**src/rtl/updown_counter_mod.sv**
```systemverilog
// updown_counter_mod: parametrised up/down counter with programmable modulus
// (MAX_VAL+1), synchronous clear/load, count enable, wrap or saturate mode,
// one-cycle wrap pulse and sticky overflow flag.
// Optional feature macro: COUNTER_CMP_EN adds cmp_val/cmp_hit, a registered
// compare that is aligned with count.
module updown_counter_mod #(
    parameter int WIDTH     = 4,
    parameter int MAX_VAL   = (1 << WIDTH) - 1,
    parameter int SATURATE  = 0,
    parameter int RESET_VAL = 0
) (
    input  logic             clk,
    input  logic             reset,
    input  logic             en,
    input  logic             up_dn,
    input  logic             clr,
    input  logic             load,
    input  logic [WIDTH-1:0] load_val,
    input  logic             ovf_clr,
`ifdef COUNTER_CMP_EN
    input  logic [WIDTH-1:0] cmp_val,
    output logic             cmp_hit,
`endif
    output logic [WIDTH-1:0] count,
    output logic             wrap,
    output logic             ovf
);

    localparam logic [WIDTH-1:0] MAX_C   = WIDTH'(MAX_VAL);
    localparam logic [WIDTH-1:0] RESET_C = WIDTH'(RESET_VAL);
    localparam logic [WIDTH-1:0] ONE_C   = WIDTH'(1);

    logic [WIDTH-1:0] count_q, count_d;
    logic             wrap_q, wrap_d;
    logic             ovf_q, ovf_d;
    logic             ovf_set;

    // Next-state: clr beats load beats en; boundary steps wrap or hold by mode.
    always_comb begin
        count_d = count_q;
        wrap_d  = 1'b0;
        ovf_set = 1'b0;
        if (clr) begin
            count_d = RESET_C;
        end else if (load) begin
            count_d = (load_val > MAX_C) ? MAX_C : load_val;
        end else if (en) begin
            if (up_dn) begin
                if (count_q >= MAX_C) begin
                    ovf_set = 1'b1;
                    if (SATURATE == 0) begin
                        count_d = '0;
                        wrap_d  = 1'b1;
                    end
                end else begin
                    count_d = count_q + ONE_C;
                end
            end else begin
                if (count_q == '0) begin
                    ovf_set = 1'b1;
                    if (SATURATE == 0) begin
                        count_d = MAX_C;
                        wrap_d  = 1'b1;
                    end
                end else begin
                    count_d = count_q - ONE_C;
                end
            end
        end
        // A boundary event in the same cycle as ovf_clr keeps the flag set.
        if (ovf_set) begin
            ovf_d = 1'b1;
        end else if (ovf_clr) begin
            ovf_d = 1'b0;
        end else begin
            ovf_d = ovf_q;
        end
    end

    // State registers with asynchronous active-high reset.
    always_ff @(posedge clk or posedge reset) begin
        if (reset) begin
            count_q <= RESET_C;
            wrap_q  <= 1'b0;
            ovf_q   <= 1'b0;
        end else begin
            count_q <= count_d;
            wrap_q  <= wrap_d;
            ovf_q   <= ovf_d;
        end
    end

    assign count = count_q;
    assign wrap  = wrap_q;
    assign ovf   = ovf_q;

`ifdef COUNTER_CMP_EN
    logic cmp_hit_q;

    // Compare against the next count so the hit lines up with count itself.
    always_ff @(posedge clk or posedge reset) begin
        if (reset) begin
            cmp_hit_q <= 1'b0;
        end else begin
            cmp_hit_q <= (count_d == cmp_val);
        end
    end

    assign cmp_hit = cmp_hit_q;
`endif

endmodule

```
**config.mk**
```make
export PLATFORM = sky130hd
export DESIGN_NAME = updown_counter_mod
export DESIGN_NICKNAME = d
export VERILOG_FILES = /design/src/rtl/updown_counter_mod.sv
export SDC_FILE = /design/constraint.sdc
export NUM_CORES = 1
export LEC_CHECK = 0
export CORE_AREA = 4 4 41 43
export DETAILED_ROUTE_END_ITERATION = 10
export DIE_AREA = 0 0 45 47
export PLACE_DENSITY = 0.74
export SYNTH_ARGS = -nofsm -noshare
export SYNTH_HDL_FRONTEND = slang
export SYNTH_SLANG_ARGS = --single-unit
```
**constraint.sdc**
```tcl
create_clock -name clk -period 2.53 [get_ports clk]
set_clock_uncertainty 0.1 [all_clocks]
set_input_delay 0.253 -clock clk [delete_from_list [all_inputs] [get_ports clk]]
set_output_delay 0.253 -clock clk [all_outputs]
set_load 0.03 [all_outputs]
```
==> results.cfg, run 1 <==
[clock_network]
tritoncts = yes
cts-root-buf = clkbuf_4
insertion_delay_ps = 230
cts_hold_buf = 0
cts_resized = 0
post-cts-setup-buffers = 0
clkTransAtPathRegs_ps = 40
htreeDepth = 1
cts.sinks = 6
clockBufferDepth = 2
cts_buffers = 3

[timing]
clock.fmax_mhz = 560
relSlewSlack_pct = 72.4
post-route-period-util_pct = 70.6
tns_ps = 0
drv_slew = 0
finalHoldViolations = 0
worst_slack_ps = 744
rsz0062_at_grt = false
setup_violations = 0
hold_slack_ps = 128
period_minus_slack_ps = 1790
worstMarginPinSlew_ps = 413

[global_route]
grt_first_pass_wirelength_um = 1730
grt_pass1_vias = 417
antenna_found_initial = 0
grt_max_degree = 13
gr-total-overflow = 0
grt_usage_pct = 11.5

[placement]
portBuffers = 16
post-place-ws_ps = 682
hpwl_um = 851
gp_congestion = 0.793

[finish]
num_antenna_cells = 0
drive_gt1_share_pct = 10.1
final_nets = 85
final_core_util_pct = 49.7
area_delta_synth_final_pct = 38.6
fillCellCount = 134

[job]
maxCapViolCount = 0

[floorplanning]
start_util_pct = 35.9
io_pins = 17
die_area_um2 = 2120
core_um2 = 1300
die_width_um = 45
fp.dieH_um = 47
rows = 13

[detailed_routing]
vias_per_cell = 5.39
via_count = 453
routedWlPerCell_um = 12.8
drtIter0Drc = 18
routed_wl_um = 1070
drt_first_pass_iters = 4
antenna_left = 0
post-route-drc-count = 0

[setup_path]
cp.arrival_ps = 1430
worst-path-buf-inv = 1
cp_slowest_stage_delay_ps = 730
end_kind = output pin
path_class = reg -> out
path_cells = clkdlybuf4s50_1
worst_path_max_delay_cell = clkdlybuf4s50_1
startpoint_type = flip-flop
required_ps = 2180
crit_fanout = 6
critPathTopFamily = buffers and inverters

[power]
p_leak_nw = 0.273
power_density_nw_per_um2 = 445
ir_worst_vdd_uv = 221

[synthesis]
synth_fp_nets = 67
avgSynthCellArea_um2 = 8.81
synthCells = 53
ys_warn_count = 0
ys_seq_area_share_pct = 32.2
ys_ff_latch = 6
syn_area_um2 = 467
yosysUniqueCellTypes = 28

[run_status]
status = complete, no violations

[hold_path]
hp-class = in -> async
## where the power goes
part,total [mW],switching [mW],internal (mW)
Sequential,0.112,0.00997,0.102
Clock,0.0822,0.0289,0.0533
Combinational,0.0936,0.0474,0.0462
Total,0.288,0.0862,0.202
## layer usage
metal  track usage, %  wire (um)
met4             3.51          0
met2             19.5        528
met5                0          0
met3             4.60        103
met1             13.2        439
## layout by cell type, fill, tap and decap left out
cell	instances
a311oi_1	1
nor2_1	4
nor3_1	3
ha_1	3
a2111oi_1	1
clkdlybuf4s50_1	16
a31o_1	1
nand4_1	1
nor4b_1	1
mux2i_1	2
a21oi_1	4
nand4b_1	1
xnor2_1	2
a21o_1	1
inv_2	2
dfrtp_1	6
inv_1	4
o21ai_0	3
nand2_1	1
nand3_1	1
mux2_2	1
nor4_1	1
clkbuf_4	3
or4_1	1
a2111oi_2	1
nor2b_1	3
nand2b_1	1
## per-stage QoR
step | power [mW] | std cells | area (um2)
2_1_floorplan | 0.170 | 53 | 467
3_3_place_gp | 0.205 | 81 | 624
5_1_grt | 0.306 | 84 | 647
4_1_cts | 0.293 | 84 | 647
6_report | 0.288 | 84 | 647
3_5_place_dp | 0.207 | 81 | 624
## synth_stat cells, drive strengths merged
master   count  area share [%]
nor4b        1             1.9
inv          6             4.8
a311oi       1             1.9
nand2        1            0.80
a21o         1             1.6
dfrtp        6              32
or4          1             1.6
nor2         4             3.2
nor2b        3             4.0
a2111oi      2             5.4
clkbuf       1             1.1
a21oi        4             4.3
ha           3             8.0
nor4         1             1.3
mux2         1             2.4
nor3         3             3.2
o21ai        3             3.2
nand4        1             1.3
nand4b       1             1.9
xnor2        2             3.8
nand2b       1             1.3
buf          2             3.5
mux2i        2             4.3
nand3        1             1.1
a31o         1             1.9
## worst paths after layout
kind,startpoint,slack [ps],cells past startpoint,end
worst max-delay path,count[0]$_DFFE_PP0P_,740,1,count[0]
worst min-delay path,reset,130,2,ovf$_DFFE_PP0P_
worst max register to register,count[1]$_DFFE_PP0P_,810,6,count[2]$_DFFE_PP0P_
worst min register to register,ovf$_DFFE_PP0P_,370,1,ovf$_DFFE_PP0P_
max in group asynchronous,reset,2020,2,count[2]$_DFFE_PP0P_
min in group clk,ovf$_DFFE_PP0P_,370,1,ovf$_DFFE_PP0P_
## cell type report
class	instances	area, um2	area share (%)
Clock buffer	3	22.5	3.48
Inverter	6	22.5	3.48
Multi-Input combinational cell	38	273	42.2
Sequential cell	6	150	23.2
Tap cell	15	18.8	2.90
Timing Repair Buffer	16	160	24.8
## state kept, by name, summed over array words and instances, names as in the netlist
| register | cells |
|---|---|
| count | 4 |
| wrap | 1 |
| ovf | 1 |
## cells by family (layout without fill, tap and decap cells)
| kind of cell | Yosys count | in the layout | share of synthesized area [%] |
|---|---|---|---|
| adder cells (fa/ha/maj) | 3 | 3 | 8.04 |
| flip-flops | 6 | 6 | 32.2 |
| multiplexers | 3 | 3 | 6.70 |
| AND/OR/NAND/NOR | 18 | 18 | 21.7 |
| XOR/XNOR | 2 | 2 | 3.75 |
| buffers and inverters | 9 | 25 | 9.38 |
| AO/OA/AOI/OAI | 12 | 12 | 18.2 |
No activity file was read; power rests on OpenSTA's default activity.
==> run 2, diff against run 1 <==
clock period = 1.8 ns   (was 2.53 ns; I/O delays follow)
==> run 2 against run 1 <==
Critical path depth rose by 1. Sequential share of layout area fell by 1.0 points. Die area did not move. Setup slack got worse by 690 ps. Non-clock buffer count rose by 4. Critical endpoint unchanged.
==> results.cfg, run 2 (synthesized netlist as in run 1, its figures left out) <==
[detailed_routing]
drtIter0Drc = 3
vias_per_cell = 5.40
post-route-drc-count = 0
antenna_left = 0
via_count = 475
drt_first_pass_iters = 4
routedWlPerCell_um = 13.2
routed_wl_um = 1160

[setup_path]
reg2reg_from = count[1]$_DFFE_PP0P_
worstRegToRegCells = 6
cp_slowest_stage_delay_ps = 670
crit_fanout = 4
critPathTopFamily = buffers and inverters
worst_path_max_delay_cell = clkdlybuf4s50_1
rrSetupSlack_ps = 160
startpoint_type = flip-flop
required_ps = 1520
path_class = reg -> out
timing.rr.end = count[2]$_DFFE_PP0P_
worst-path-buf-inv = 2
end_kind = output pin
path_cells = buf_4 > clkdlybuf4s50_1
cp.arrival_ps = 1470

[global_route]
use_met2_pct = 22.0
grt_pass1_vias = 447
grt_first_pass_wirelength_um = 1860
busiest_layer = met2
antenna_found_initial = 0
grt_max_degree = 10
gr-total-overflow = 0
met3_usage_pct = 4.21
grt.met1_usage_pct = 13.5
grt_usage_pct = 12.4

[timing]
finalHoldViolations = 0
setup_violations = 0
relSlewSlack_pct = 75.5
rsz0062_at_grt = false
tns_ps = 0
hold_slack_ps = 46.4
worstMarginPinSlew_ps = 366
drv_slew = 0
clock.fmax_mhz = 572
period_minus_slack_ps = 1750
post-route-period-util_pct = 97.2

[run_status]
status = complete, no violations

[hold_path]
hp-class = in -> async

[placement]
hpwl_um = 933
place_inst = 85
gp_congestion = 0.809
portBuffers = 16

[clock_network]
cts_buffers = 3
clkTransAtPathRegs_ps = 40
insertion_delay_ps = 240
tritoncts = yes
clockBufferDepth = 2
post-cts-setup-buffers = 0
cts-root-buf = clkbuf_4
htreeDepth = 1
cts.sinks = 6

[floorplanning]
rows = 13
die_area_um2 = 2120
io_pins = 17
core_um2 = 1300
start_util_pct = 35.9
die_width_um = 45
fp.dieH_um = 47

[finish]
final_cell_mix = clkdlybuf4s50_1 (16), dfrtp_1 (5)
area_delta_synth_final_pct = 46.4
largest_reg_flops = 4
final_nets = 89
drive_gt1_share_pct = 17.8
mostFrequentLayoutCell = clkdlybuf4s50_1
instances_no_fill = 88
num_antenna_cells = 0

[power]
power_uw = 421
power_density_nw_per_um2 = 617
ir_worst_vdd_uv = 333
p_leak_nw = 0.292

[job]
maxCapViolCount = 0
## run 2: changes by cell type in the layout (fill, tap and decap cells not counted), sizes merged
cell / previous run / this run
buf: 0 / 4
## run 2: area by class of cell
cell class | instances | area [um2]
clock buffers | 3 | 22.5
fillers | 126 | 618
inverters | 6 | 22.5
multi-input cells | 38 | 278
flip-flops and latches | 6 | 151
well taps | 15 | 18.8
repair buffers | 20 | 190
## run 2: power breakdown
group / switching (mW) / internal [mW] / leakage (nW) / total (mW)
clock: 0.0461 / 0.0752 / 0.0138 / 0.121
combinational: 0.0708 / 0.0720 / 0.200 / 0.143
sequential: 0.0130 / 0.144 / 0.0784 / 0.157
## run 2: worst max-delay path by stage
stage | start | to | slack (ps) | cells past startpoint
after global routing | count[0]$_DFFE_PP0P_ | count[0] | 10 | 2
final | count[0]$_DFFE_PP0P_ | count[0] | 50 | 2
after floorplan | count[1]$_DFFE_PP0P_ | count[2]$_DFFE_PP0P_ | 120 | 6
after global placement | up_dn | count[2]$_DFFE_PP0P_ | 80 | 5
after detailed placement | up_dn | count[2]$_DFFE_PP0P_ | 30 | 5
after CTS | count[0]$_DFFE_PP0P_ | count[0] | 50 | 2
## run 2: what timing repair did
action / in CTS / in global routing
hold buffers: 0 / 0
setup endpoints to repair: 0 / 1
gates resized for setup: 0 / 2
## run 2: stage by stage
stage | area, um2 | setup WS, ps | utilization, %
after global placement | 654 | 77.1 | 50.3
after floorplan | 467 | 117 | -
after detailed placement | 654 | 32.2 | 50.3
after global routing | 683 | 14.2 | 52.5
final | 683 | 50.7 | 52.5
after CTS | 677 | 45.8 | 52.0
## run 2: layer usage
metal	vias up	part of all wire, %
met3	0	6.9
met1	224	43
li1	233	-
met5	-	0
met2	18	50
met4	0	0
